### src/rtl/hex_line_tx.sv
// hex_line_tx: prints each accepted binary word as an ASCII hex line, MSB nibble first,
// optionally terminated by CR LF, into the usb_cdc IN byte stream.
// Ports: clk_i/rstn_i (clock, async active-low reset); word_i/word_valid_i/word_ready_o
// (word handshake, ready only while idle); in_data_o/in_valid_o/in_ready_i (byte stream).
// First byte is valid one cycle after accept; a line is WORD_NIBBLES + 2*CRLF bytes, and
// the output byte holds steady while in_ready_i is low.
module hex_line_tx #(
  parameter int WORD_NIBBLES = 8,
  parameter bit UPPERCASE    = 1'b1,
  parameter bit CRLF         = 1'b1
) (
  input  logic                      clk_i,
  input  logic                      rstn_i,
  input  logic [4*WORD_NIBBLES-1:0] word_i,
  input  logic                      word_valid_i,
  output logic                      word_ready_o,
  output logic [7:0]                in_data_o,
  output logic                      in_valid_o,
  input  logic                      in_ready_i
);

  // Index width kept at least 1 bit so a single-nibble build still has a legal vector.
  localparam int IW = (WORD_NIBBLES > 1) ? $clog2(WORD_NIBBLES) : 1;
  localparam logic [IW-1:0] TOP_IDX = IW'(WORD_NIBBLES - 1);

  typedef enum logic [1:0] {S_IDLE, S_HEX, S_CR, S_LF} state_t;

  state_t                    state_q, state_nxt;
  logic [4*WORD_NIBBLES-1:0] word_q, word_nxt;
  logic [IW-1:0]             idx_q, idx_nxt;
  logic [7:0]                data_nxt;
  logic                      valid_nxt;
  logic                      xfer;

  function automatic logic [7:0] hex_ascii(input logic [3:0] n);
    logic [7:0] a;
    if (n < 4'd10) a = 8'h30 + {4'h0, n};
    else           a = (UPPERCASE ? 8'h41 : 8'h61) + {4'h0, n} - 8'd10;
    return a;
  endfunction

  function automatic logic [3:0] nibble_at(input logic [4*WORD_NIBBLES-1:0] w,
                                           input logic [IW-1:0] idx);
    logic [3:0] n;
    n = 4'h0;
    for (int i = 0; i < WORD_NIBBLES; i++) begin
      if (idx == IW'(i)) n = w[4*i +: 4];
    end
    return n;
  endfunction

  assign xfer = in_valid_o & in_ready_i;

  // State and datapath registers.
  always_ff @(posedge clk_i or negedge rstn_i) begin
    if (!rstn_i) begin
      state_q    <= S_IDLE;
      word_q     <= '0;
      idx_q      <= '0;
      in_data_o  <= 8'h00;
      in_valid_o <= 1'b0;
    end else begin
      state_q    <= state_nxt;
      word_q     <= word_nxt;
      idx_q      <= idx_nxt;
      in_data_o  <= data_nxt;
      in_valid_o <= valid_nxt;
    end
  end

  // Next-state logic. Everything holds by default, which is what keeps the byte stable
  // across stalled cycles.
  always_comb begin
    state_nxt = state_q;
    word_nxt  = word_q;
    idx_nxt   = idx_q;
    data_nxt  = in_data_o;
    valid_nxt = in_valid_o;
    unique case (state_q)
      S_IDLE: begin
        valid_nxt = 1'b0;
        if (word_valid_i) begin
          // The first digit comes straight from word_i so it is valid one cycle after accept.
          word_nxt  = word_i;
          idx_nxt   = TOP_IDX;
          data_nxt  = hex_ascii(nibble_at(word_i, TOP_IDX));
          valid_nxt = 1'b1;
          state_nxt = S_HEX;
        end
      end
      S_HEX: begin
        if (xfer) begin
          if (idx_q != '0) begin
            idx_nxt  = idx_q - 1'b1;
            data_nxt = hex_ascii(nibble_at(word_q, idx_q - 1'b1));
          end else if (CRLF) begin
            data_nxt  = 8'h0D;
            state_nxt = S_CR;
          end else begin
            valid_nxt = 1'b0;
            state_nxt = S_IDLE;
          end
        end
      end
      S_CR: begin
        if (xfer) begin
          data_nxt  = 8'h0A;
          state_nxt = S_LF;
        end
      end
      S_LF: begin
        if (xfer) begin
          valid_nxt = 1'b0;
          state_nxt = S_IDLE;
        end
      end
      default: state_nxt = S_IDLE;
    endcase
  end

  // Outputs decoded from state.
  always_comb begin
    word_ready_o = (state_q == S_IDLE);
  end

endmodule

### config.mk
export PLATFORM = sky130hd
export DESIGN_NAME = hex_line_tx
export DESIGN_NICKNAME = d
export VERILOG_FILES = /design/src/rtl/hex_line_tx.sv
export SDC_FILE = /design/constraint.sdc
export NUM_CORES = 1
export LEC_CHECK = 0
export ABC_CLOCK_PERIOD_IN_PS = 3300
export BUFFER_PORTS_ARGS = -buffer_cell sky130_fd_sc_hd__buf_2
export CELL_PAD_IN_SITES_DETAIL_PLACEMENT = 2
export CELL_PAD_IN_SITES_GLOBAL_PLACEMENT = 2
export CORE_MARGIN = 1
export CORE_UTILIZATION = 35
export DETAILED_ROUTE_END_ITERATION = 8
export GPL_ROUTABILITY_DRIVEN = 0
export PLACE_DENSITY_LB_ADDON = 0.1
export SETUP_SLACK_MARGIN = 0.2
export SYNTH_ARGS = -nofsm -noshare
export SYNTH_HDL_FRONTEND = slang
export SYNTH_SLANG_ARGS = --single-unit
export TNS_END_PERCENT = 50
### constraint.sdc
create_clock -name clk_i -period 3.3 [get_ports clk_i]
set_input_delay 0 -clock clk_i [delete_from_list [all_inputs] [get_ports clk_i]]
set_output_delay 0 -clock clk_i [all_outputs]
set_load 0.005 [all_outputs]
==> results.sh <==
export IMPL_instances_no_fill=411
export IMPL_cts_tree="yes"
export IMPL_p_total_mw=2.91
export IMPL_clockBufferDepth=2
export IMPL_clock_sink_count=45
export IMPL_drtIter0Drc=68
export IMPL_netlist_top_cells_area="dfrtp_1 45%, mux2_2 14%, ha_1 5.5%"
export IMPL_syn_to_final_growth_pct=28.6
export IMPL_placed_cells=374
export IMPL_maxCapViolations=0
export IMPL_nNetsFinal=362
export IMPL_rows=30
export IMPL_tightest_slew_ns=1.03
export IMPL_p_clk_frac=0.144
export IMPL_start_kind="register"
export IMPL_syn_nets=289
export IMPL_root_buffer="clkbuf_8"
export IMPL_p_switching_mw=1.17
export IMPL_post_cts_buffers=0
export IMPL_synth_warnings=0
export IMPL_cp_cell_sequence="inv_1 -> ha_1 -> a2111oi_1 -> o41ai_2 -> inv_1 -> ha_1 -> inv_1 -> a21oi_1 -> nand3b_1 -> a31oi_1"
export IMPL_path_class="register to register"
export IMPL_first_pass_iters=4
export IMPL_synth_top_area_share=0.448
export IMPL_fin_util=0.471
export IMPL_fin_ws_ns=0.486
export IMPL_ys_dominant_reg_cell="dfrtp_1"
export IMPL_grt_ovfl_total=0
export IMPL_grt_usage=0.205
export IMPL_grt_pass1_wl_microns=11700
export IMPL_die_area_sq_um=7530
export IMPL_cpMostUsedCell="inv_1"
export IMPL_crit_buf_inv=3
export IMPL_fp_dieW_microns=86.8
export IMPL_drive_above_1_share=0.308
export IMPL_cts_buffers=5
export IMPL_yosys_top_cells_count="45 x dfrtp_1, 31 x mux2_2, 24 x nand2_1"
export IMPL_fin_crit_ns=2.81
export IMPL_rsz0062_at_grt="no"
export IMPL_synth_most_common_cell="dfrtp_1"
export IMPL_place_area_sq_um=2830
export IMPL_hold_ws_ns=0.0185
export IMPL_status="completed"
export IMPL_async_flop_share=1.00
export IMPL_crit_family="compound AO/OA/AOI/OAI gates"
export IMPL_io_buffers=44
export IMPL_required_ns=3.52
export IMPL_start_util=0.366
export IMPL_via_per_inst=5.14
export IMPL_yosysTopAreaCell="dfrtp_1"
export IMPL_syn_avg_cell_area_sq_um=10.4
export IMPL_arrival_ns=3.03
export IMPL_coreArea_sq_um=6870
export IMPL_layout_worst_path_cycle_share=0.853
export IMPL_hpwl_microns=4750
export IMPL_detail_route_wirelength_microns=6980
export IMPL_fmax_mhz=355
export IMPL_clkTransAtPathRegs_ns=0.09
export IMPL_critPathMaxFanout=16
export IMPL_p_per_area_nw_per_um2=899
export IMPL_internal_power_mw=1.74
export IMPL_io_pins=46
export IMPL_setup_viol=0
export IMPL_cp_slowest_cell="o41ai_2"
export IMPL_peakVddDrop_v=0.000272
export IMPL_ys_seq_area_frac=0.448
export IMPL_antenna_found_initial=0
export IMPL_final_area_sq_um=3230
export IMPL_synthCells=242
export IMPL_synth_area_sq_um=2510
export IMPL_slowest_delay_ns=0.64
export IMPL_grt_pass1_vias=2300
export IMPL_die_h_microns=86.8
export IMPL_insertedDiodeCount=0
export IMPL_final_hold_violation_count=0
export IMPL_setup_worst_path_end_class="register"
export IMPL_comb_power_share=0.512
export IMPL_grt_max_degree=46
export IMPL_synth_edf_count=0
export IMPL_slew_headroom=0.310
export IMPL_drc=0
export IMPL_maxSlewViolCount=0
export IMPL_synthDistinctLibCells=43
export IMPL_hp_class="input port to register"
export IMPL_swShare=0.403
export IMPL_worst_clock_skew_ns=0.00922
export IMPL_yosys_register_bits=45
export IMPL_timing_setup_tns_ns=0
export IMPL_fill_cells=759
export IMPL_clock_latency_ns=0.30
export IMPL_wire_per_inst_microns=17.0
export IMPL_pre_cts_ws_ns=0.368
export IMPL_htree_levels=2
export IMPL_vias=2113
export IMPL_p_leak_nw=1.42
export IMPL_detail_route_antenna_nets=0
export IMPL_seqPwrFrac=0.344
## cell families after synthesis
family                     after synthesis  share of synthesized area
AOI/OAI and AO/OA                       64                      0.163
and+or+nand+nor                         58                      0.113
DFF                                     45                      0.448
muxes                                   35                      0.165
buffers and inverters                   25                     0.0413
adders and majority gates               11                     0.0547
xor gates and xnor gates                 3                     0.0134
other                                    1                    0.00149
## layer usage
layer / vias to the layer above / part of all wire / track usage
met5: - / 0 / 0
met4: 0 / 0.0083 / 0.0455
met3: 5 / 0.021 / 0.0324
met2: 38 / 0.51 / 0.366
met1: 1070 / 0.46 / 0.261
li1: 1000 / - / -
## power by group through the flow
stage	Sequential, mW	Clock [mW]	Combinational (mW)
final	1.00	0.418	1.49
after floorplan	0.948	0	1.09
after global routing	1.04	0.447	1.68
after CTS	1.00	0.430	1.51
after global placement	1.00	0	1.42
after detailed placement	1.01	0	1.46
## what timing repair did
item,CTS,global route
endpoints found under the setup margin,0,1
hold buffers,30,0
resized for setup,0,1
hold endpoints to repair,74,0
## layout by cell type (no fill, tap or decap), types with 4 or more instances in the layout
master and n:
a21oi_1 22, a31oi_1 4, buf_2 44, clkbuf_8 5
dfrtp_1 45, dlygate4sd3_1 30, ha_1 10, inv_1 14
mux2_2 31, nand2_1 24, nand3b_1 5, nor2_1 11
nor2b_1 5, o21ai_0 17
## worst register-to-register path, delay by kind of cell (launching register included)
family | cells | cell delay [ns]
compound gates | 4 | 1.08
fa+ha+maj | 2 | 0.72
flops | 1 | 0.44
buf+inv | 3 | 0.30
simple gates | 1 | 0.19
## sequential cells by signal, summed over array words and instances (netlist names)
name        count
word_q         32
in_data_o       7
idx_q           3
state_q         2
in_valid_o      1
## final timing paths
path | slack (ns) | from | cells after the start | to
worst min register to register | 0.51 | word_q[29] | 2 | word_q[29]
worst max-delay path | 0.49 | idx_q[0] | 10 | in_data_o[6]
max in group asynchronous | 2.24 | rstn_i | 2 | in_data_o[2]
min in group asynchronous | 0.41 | rstn_i | 2 | word_q[2]
worst max register to register | 0.49 | idx_q[0] | 10 | in_data_o[6]
worst min-delay path | 0.02 | in_ready_i | 4 | in_valid_o
## cell type report
type	instances	area [sq um]	area share
Sequential cell	45	1130	0.348
Clock buffer	5	68.8	0.0213
Tap cell	96	120	0.0372
Clock inverter	2	35.0	0.0108
Multi-Input combinational cell	172	1290	0.398
Timing Repair Buffer	77	543	0.168
Inverter	14	52.6	0.0163
Note: power is estimated with default switching activity, not from simulation.
